==> src/rtl/keypad_pkg.sv <==
// Shared types and helpers for the keypad scan controller: FSM states,
// matrix geometry and the key-code encoding.
package keypad_pkg;

  localparam int KEY_W      = 4;
  localparam int ROWS       = 4;
  localparam int COLS       = 4;
  localparam int FIFO_DEPTH = 32;

  typedef enum logic [1:0] {
    SCAN,
    DEBOUNCE,
    EMIT,
    RELEASE
  } state_t;

  // Key code is row-major: 4*row + col.
  function automatic logic [KEY_W-1:0] encode_key(input logic [1:0] row_idx,
                                                  input logic [1:0] col_idx);
    return {row_idx, col_idx};
  endfunction

  // Several keys in one row resolve to the lowest-indexed column.
  function automatic logic [1:0] lowest_col(input logic [COLS-1:0] cols);
    logic [1:0] idx;
    logic       found;
    idx   = '0;
    found = 1'b0;
    for (int unsigned i = 0; i < COLS; i++) begin
      if (cols[i] && !found) begin
        idx   = 2'(i);
        found = 1'b1;
      end
    end
    return idx;
  endfunction

endpackage

==> src/rtl/keypad_debounce.sv <==
// Stable-level counter: pulses done once the level has matched the target
// polarity for CYCLES consecutive clocks.
module keypad_debounce #(
  parameter int CYCLES = 256
) (
  input  logic clock,
  input  logic reset,
  input  logic level,
  input  logic target,
  input  logic clear,
  output logic done
);

  localparam int CNT_W = (CYCLES > 2) ? $clog2(CYCLES) : 1;
  localparam logic [CNT_W-1:0] LAST = CNT_W'(CYCLES - 1);

  logic [CNT_W-1:0] count;
  logic             match;

  always_comb begin
    match = (level == target) && !clear;
    done  = match && (count == LAST);
  end

  // Counter restarts on done so it never runs past LAST.
  always_ff @(posedge clock or posedge reset) begin
    if (reset) begin
      count <= '0;
    end else if (!match || done) begin
      count <= '0;
    end else begin
      count <= count + 1'b1;
    end
  end

endmodule

==> src/rtl/keypad_scan_ctrl.sv <==
// 4x4 matrix keypad scanner feeding a key-code FIFO: row scan, press and
// release debounce, one write strobe per press with stall on FIFO full.
module keypad_scan_ctrl
  import keypad_pkg::*;
#(
  parameter int SCAN_DIV        = 16,
  parameter int DEBOUNCE_CYCLES = 256
) (
  input  logic             clock,
  input  logic             reset,
  input  logic [COLS-1:0]  col,
  input  logic             full,
  output logic [ROWS-1:0]  row,
  output logic [KEY_W-1:0] data,
  output logic             wr_enable,
  output logic             busy
);

  localparam int DWELL_W = $clog2(SCAN_DIV);
  localparam logic [DWELL_W-1:0] DWELL_LAST = DWELL_W'(SCAN_DIV - 1);

  logic [COLS-1:0]    col_meta;
  logic [COLS-1:0]    scol;

  state_t             state;
  state_t             state_next;
  logic [1:0]         row_idx;
  logic [1:0]         row_idx_next;
  logic [1:0]         col_idx;
  logic [1:0]         col_idx_next;
  logic [DWELL_W-1:0] dwell;
  logic [DWELL_W-1:0] dwell_next;
  logic [KEY_W-1:0]   data_next;

  logic               deb_level;
  logic               deb_target;
  logic               deb_clear;
  logic               deb_done;

  always_ff @(posedge clock or posedge reset) begin
    if (reset) begin
      col_meta <= '0;
      scol     <= '0;
    end else begin
      col_meta <= col;
      scol     <= col_meta;
    end
  end

  // One counter serves both press (target 1) and release (target 0).
  keypad_debounce #(
    .CYCLES (DEBOUNCE_CYCLES)
  ) u_debounce (
    .clock  (clock),
    .reset  (reset),
    .level  (deb_level),
    .target (deb_target),
    .clear  (deb_clear),
    .done   (deb_done)
  );

  always_ff @(posedge clock or posedge reset) begin
    if (reset) begin
      state   <= SCAN;
      row_idx <= '0;
      col_idx <= '0;
      dwell   <= '0;
      data    <= '0;
    end else begin
      state   <= state_next;
      row_idx <= row_idx_next;
      col_idx <= col_idx_next;
      dwell   <= dwell_next;
      data    <= data_next;
    end
  end

  always_comb begin
    state_next   = state;
    row_idx_next = row_idx;
    col_idx_next = col_idx;
    dwell_next   = dwell;
    data_next    = data;
    wr_enable    = 1'b0;
    deb_level    = scol[col_idx];
    deb_target   = 1'b1;
    deb_clear    = 1'b1;

    unique case (state)
      SCAN: begin
        if (dwell == DWELL_LAST) begin
          dwell_next = '0;
          if (scol == '0) begin
            row_idx_next = row_idx + 1'b1;
          end else begin
            col_idx_next = lowest_col(scol);
            state_next   = DEBOUNCE;
          end
        end else begin
          dwell_next = dwell + 1'b1;
        end
      end

      DEBOUNCE: begin
        deb_clear = 1'b0;
        if (!deb_level) begin
          state_next   = SCAN;
          row_idx_next = row_idx + 1'b1;
        end else if (deb_done) begin
          state_next = EMIT;
          data_next  = encode_key(row_idx, col_idx);
        end
      end

      // Strike is the first non-full EMIT cycle; release cannot cancel it.
      EMIT: begin
        if (!full) begin
          wr_enable  = 1'b1;
          state_next = RELEASE;
        end
      end

      RELEASE: begin
        deb_clear  = 1'b0;
        deb_target = 1'b0;
        if (deb_done) begin
          state_next   = SCAN;
          row_idx_next = row_idx + 1'b1;
        end
      end

      default: state_next = SCAN;
    endcase
  end

  always_comb begin
    row  = ROWS'(1) << row_idx;
    busy = (state != SCAN);
  end

endmodule
==> config.mk <==
export PLATFORM = sky130hd
export DESIGN_NAME = keypad_scan_ctrl
export DESIGN_NICKNAME = d
export VERILOG_FILES = /design/src/rtl/keypad_pkg.sv /design/src/rtl/keypad_debounce.sv /design/src/rtl/keypad_scan_ctrl.sv
export SDC_FILE = /design/constraint.sdc
export NUM_CORES = 1
export LEC_CHECK = 0
export BUFFER_PORTS_ARGS = -buffer_cell sky130_fd_sc_hd__buf_4
export CORE_ASPECT_RATIO = 1.1
export CORE_MARGIN = 2
export CORE_UTILIZATION = 25
export DETAILED_ROUTE_END_ITERATION = 12
export HOLD_SLACK_MARGIN = 0.03
export PLACE_DENSITY = 0.51
export SYNTH_ARGS = -nofsm -noshare
export SYNTH_HDL_FRONTEND = slang
export SYNTH_SLANG_ARGS = --single-unit
==> constraint.sdc <==
create_clock -name clock -period 2.2 [get_ports clock]
set_clock_uncertainty 0.2 [all_clocks]
set_input_delay 0.11 -clock clock [delete_from_list [all_inputs] [get_ports clock]]
set_output_delay 0.11 -clock clock [all_outputs]
set_load 0.05 [all_outputs]
==> results.md <==
* Outcome: finished, final reports clean
* Routed wire length on met2 at 1110 µm
* Syn Std Cell Area at 1320 µm²
* Number of clock sinks seen by CTS at 30
* Data arrival time of the worst path at 2.01 ns
* Total of max-cap violations at 0
* TritonCTS Buffers at 5
* Worst relative slew slack at 0.748
* Maximum number of pins on one net before global-route repair at 31
* Number of antenna cells inserted at 0
* Met3 wire len at 98 µm
* Worst supply voltage drop on vdd at 453 µV
* Number of buffers and inverters on the critical path at 0
* Post-Place Cell Area at 1510 µm²
* Total negative slack at 0 ns
* Required time at the worst-slack endpoint at 2.16 ns
* Count of synthesis-stage warnings from yosys at 0
* CP max FO at 5
* Crit share post-route at 0.931
* Clock power frac at 0.246
* Metal1 wirelength at 1070 µm
* # setup viols final at 0
* CTS tree: done
* Switching power of the nets at 656 µW
* Gr usage total at 0.0970
* Chain of cells forming the critical path: ha_1 -> and4_1 -> nand4_1 -> a221o_2 -> mux2_4
* Initial antenna violation count at 0
* Root buffer cell: sky130_fd_sc_hd__clkbuf_8
* Launching point of the worst reg2reg path: u_debounce.count[0]
* # Post-CTS Setup Buffers at 0
* Max-slew violations at 0
* Type of the worst setup path: flip-flop to flip-flop
* Maximum buffer depth of the clock tree at 2
* Floorplan die width at 73.2 µm
* Time the worst path needs with I/O delays and setup at 2.05 ns
* Layout overhead on the synthesized area at 25.6%
* Startpoint type of the worst setup path: flip-flop
* Slew at the pin closest to its max-slew limit at 0.375 ns
* Unrepaired setup endpoints after global routing: no
* Syn Inst Count at 116
* Number of resized instances in the post-cts repair step at 0
* Start point of the critical path: u_debounce.count[0]
* Wire length of the first global-routing pass at 4350 µm
* Cell family with most CP delay: simple AND/OR/NAND/NOR gates
* Non-Filler Instances at 204
* Logic pwr share at 0.335
* Net count after synthesis at 129
* Vias in the first global route at 941
* Hold path start: full
* Type of the tightest min-delay check: primary input to flip-flop
* Number of top-level pins at 17
* Avg Inst Size Synth at 11.4 µm²
* Maximum frequency from static timing analysis at 488 MHz
* Total number of placement rows at 27
* Power density of the placed cells at 1080 nW/µm²
* Number of flip-flops and latches in the synthesized netlist at 30
* Vias at 896
* Placed Instances at 191
* Area of the die at 5870 µm²
* Core area at 5030 µm²
* Fraction of layout cells with a size suffix above 1 at 0.240
* Clk_lat worst skew at 0.27 ns
* Pre-Repair DR Iteration Count at 4
* DR WL/cell at 11.3 µm
* Static power due to leakage at 0.000769 µW
* Routed wire length at 2300 µm
* Ranking of synthesized cells by area: sky130_fd_sc_hd__dfrtp_1 (57%), sky130_fd_sc_hd__ha_1 (5.7%), sky130_fd_sc_hd__mux2_2 (5.1%)
* Initial Utilization at 0.262
* Post-route DRC at 0
* Clock transition time at the flip-flop clock pins of the worst setup and hold paths at 0.06 ns
* Sequential group share of total power at 0.419
* Sequential fraction of the synthesis area at 0.570
* DRC violation total after the first TritonRoute iteration at 54
* Unique masters post-synth at 26
* Final Hold Violating Endpoints at 0
* Weighted congestion reported at the end of routability-driven placement at 0.758
* Layout net count at 158
* Share of the synthesized area in the top cell type at 0.570
* Die Height at 80.1 µm
* Post-route cell area at 1660 µm²
* Count of input and output buffers at 16
* Total grt overflow at 0
* Post-DR vias/cell at 4.39
* Yosys top cell by area: sky130_fd_sc_hd__dfrtp_1
* Internal power at 1140 µW
* Number of antenna-violating nets in the routed design at 0
* Depth of the CTS H-tree at 2
* Delay contributed by the slowest stage of the critical path at 0.42 ns
* Post-route core utilization at 0.329
* Top layer reached by signal wires: met4
* Library cell contributing the largest single delay on the critical path: sky130_fd_sc_hd__a221o_2
* Endpoint kind of the worst setup timing path: flip-flop
* Share of total power consumed by net switching at 0.365
==> worst reg2reg max path, cell delays in order (launching register included) <==
cell                      delay, ns
sky130_fd_sc_hd__dfrtp_1       0.38
sky130_fd_sc_hd__ha_1          0.21
sky130_fd_sc_hd__and4_1        0.22
sky130_fd_sc_hd__nand4_1       0.21
sky130_fd_sc_hd__a221o_2       0.42
sky130_fd_sc_hd__mux2_4        0.30
==> routing by layer <==
metal  GRT usage  vias to the layer above
met5           0                        -
met4      0.0407                        0
met3      0.0376                        2
met2       0.148                       20
met1       0.121                      426
li1            -                      448
==> cell type report <==
class | count | area [µm²]
well taps | 58 | 72.6
repair buffers | 23 | 185
fillers | 522 | 3380
clock buffers | 7 | 86.3
flip-flops and latches | 30 | 751
inverters | 8 | 30.0
clock inverters | 1 | 5.00
multi-input cells | 77 | 526
==> power by group through the flow <==
stage | Clock, µW | Sequential (µW) | Combinational [µW]
5_1_grt | 498 | 772 | 663
4_1_cts | 462 | 754 | 611
2_1_floorplan | 0 | 723 | 500
3_3_place_gp | 0 | 755 | 583
3_5_place_dp | 0 | 764 | 603
6_report | 441 | 752 | 601
==> cells by family (layout without fill, tap and decap cells) <==
| logic type | Yosys count | after routing | synth area share |
|---|---|---|---|
| AOI/OAI and AO/OA | 11 | 11 | 0.0541 |
| xor gates and xnor gates | 9 | 9 | 0.0598 |
| adders and majority gates | 7 | 7 | 0.0646 |
| buffers and inverters | 9 | 39 | 0.0313 |
| DFF | 30 | 30 | 0.570 |
| muxes | 8 | 8 | 0.0798 |
| and+or+nand+nor | 42 | 42 | 0.141 |
==> cell usage in the layout (no fill, tap or decap) <==
cell type / n
sky130_fd_sc_hd__nand4_1: 1
sky130_fd_sc_hd__a211oi_1: 1
sky130_fd_sc_hd__xor2_1: 3
sky130_fd_sc_hd__maj3_1: 1
sky130_fd_sc_hd__xnor2_1: 6
sky130_fd_sc_hd__a21boi_0: 1
sky130_fd_sc_hd__o31ai_1: 1
sky130_fd_sc_hd__dfrtp_1: 30
sky130_fd_sc_hd__a31oi_1: 2
sky130_fd_sc_hd__mux4_2: 1
sky130_fd_sc_hd__ha_1: 6
sky130_fd_sc_hd__and3_2: 1
sky130_fd_sc_hd__nor3_1: 2
sky130_fd_sc_hd__nand2b_1: 1
sky130_fd_sc_hd__dlygate4sd3_1: 5
sky130_fd_sc_hd__nand3_1: 7
sky130_fd_sc_hd__clkbuf_1: 1
sky130_fd_sc_hd__a221o_2: 1
sky130_fd_sc_hd__nand2_1: 11
sky130_fd_sc_hd__mux2_4: 1
sky130_fd_sc_hd__mux2_2: 6
sky130_fd_sc_hd__clkinv_2: 1
sky130_fd_sc_hd__clkbuf_8: 6
sky130_fd_sc_hd__nor2_1: 17
sky130_fd_sc_hd__buf_4: 18
sky130_fd_sc_hd__and4_1: 1
sky130_fd_sc_hd__a21oi_1: 1
sky130_fd_sc_hd__nor4_1: 1
sky130_fd_sc_hd__inv_1: 8
sky130_fd_sc_hd__o21ai_0: 4
==> worst paths after layout <==
| path | slack (ns) | cells after the start | end |
|---|---|---|---|
| max reg2reg | 0.15 | 5 | row_idx[1] |
| max in group asynchronous | 1.25 | 4 | col_meta[3] |
| min | 0.13 | 4 | state[0] |
| min reg2reg | 0.15 | 0 | scol[3] |
| max | 0.15 | 5 | row_idx[1] |
| min in group asynchronous | 0.27 | 4 | row_idx[1] |
==> synth_stat cells <==
cell	n
sky130_fd_sc_hd__buf_6	1
sky130_fd_sc_hd__o31ai_1	1
sky130_fd_sc_hd__inv_1	8
sky130_fd_sc_hd__nor3_1	2
sky130_fd_sc_hd__nor4_1	1
sky130_fd_sc_hd__o21ai_0	4
sky130_fd_sc_hd__and3_2	1
sky130_fd_sc_hd__a21oi_1	1
sky130_fd_sc_hd__mux4_2	1
sky130_fd_sc_hd__nand3_1	7
sky130_fd_sc_hd__a21boi_0	1
sky130_fd_sc_hd__nand2_1	11
sky130_fd_sc_hd__a221o_2	1
sky130_fd_sc_hd__nand2b_1	1
sky130_fd_sc_hd__mux2_4	1
sky130_fd_sc_hd__dfrtp_1	30
sky130_fd_sc_hd__xor2_1	3
sky130_fd_sc_hd__ha_1	6
sky130_fd_sc_hd__maj3_1	1
sky130_fd_sc_hd__xnor2_1	6
sky130_fd_sc_hd__a211oi_1	1
sky130_fd_sc_hd__mux2_2	6
sky130_fd_sc_hd__nor2_1	17
sky130_fd_sc_hd__nand4_1	1
sky130_fd_sc_hd__and4_1	1
sky130_fd_sc_hd__a31oi_1	2
==> stage by stage <==
stage	power [µW]	worst slack [ns]	hold slack [ns]
after floorplan	1220	0.223	-0.0586
after global placement	1340	0.175	0.00490
after detailed placement	1370	0.126	0.0208
after CTS	1830	0.123	0.126
after global routing	1930	0.00198	0.156
final	1790	0.152	0.127
==> sequential cells by signal, summed over array words and instances (netlist names), named ones only <==
signal,cells
scol,4
data,4
dwell,4
col_meta,4
state,1
u_debounce.count,8
row_idx,2
col_idx,2
==> timing repair <==
item	in CTS	in global routing
endpoints found under the hold margin	34	0
hold buffers	5	0
endpoints found under the setup margin	0	0
(Power assumes the default switching activity.)
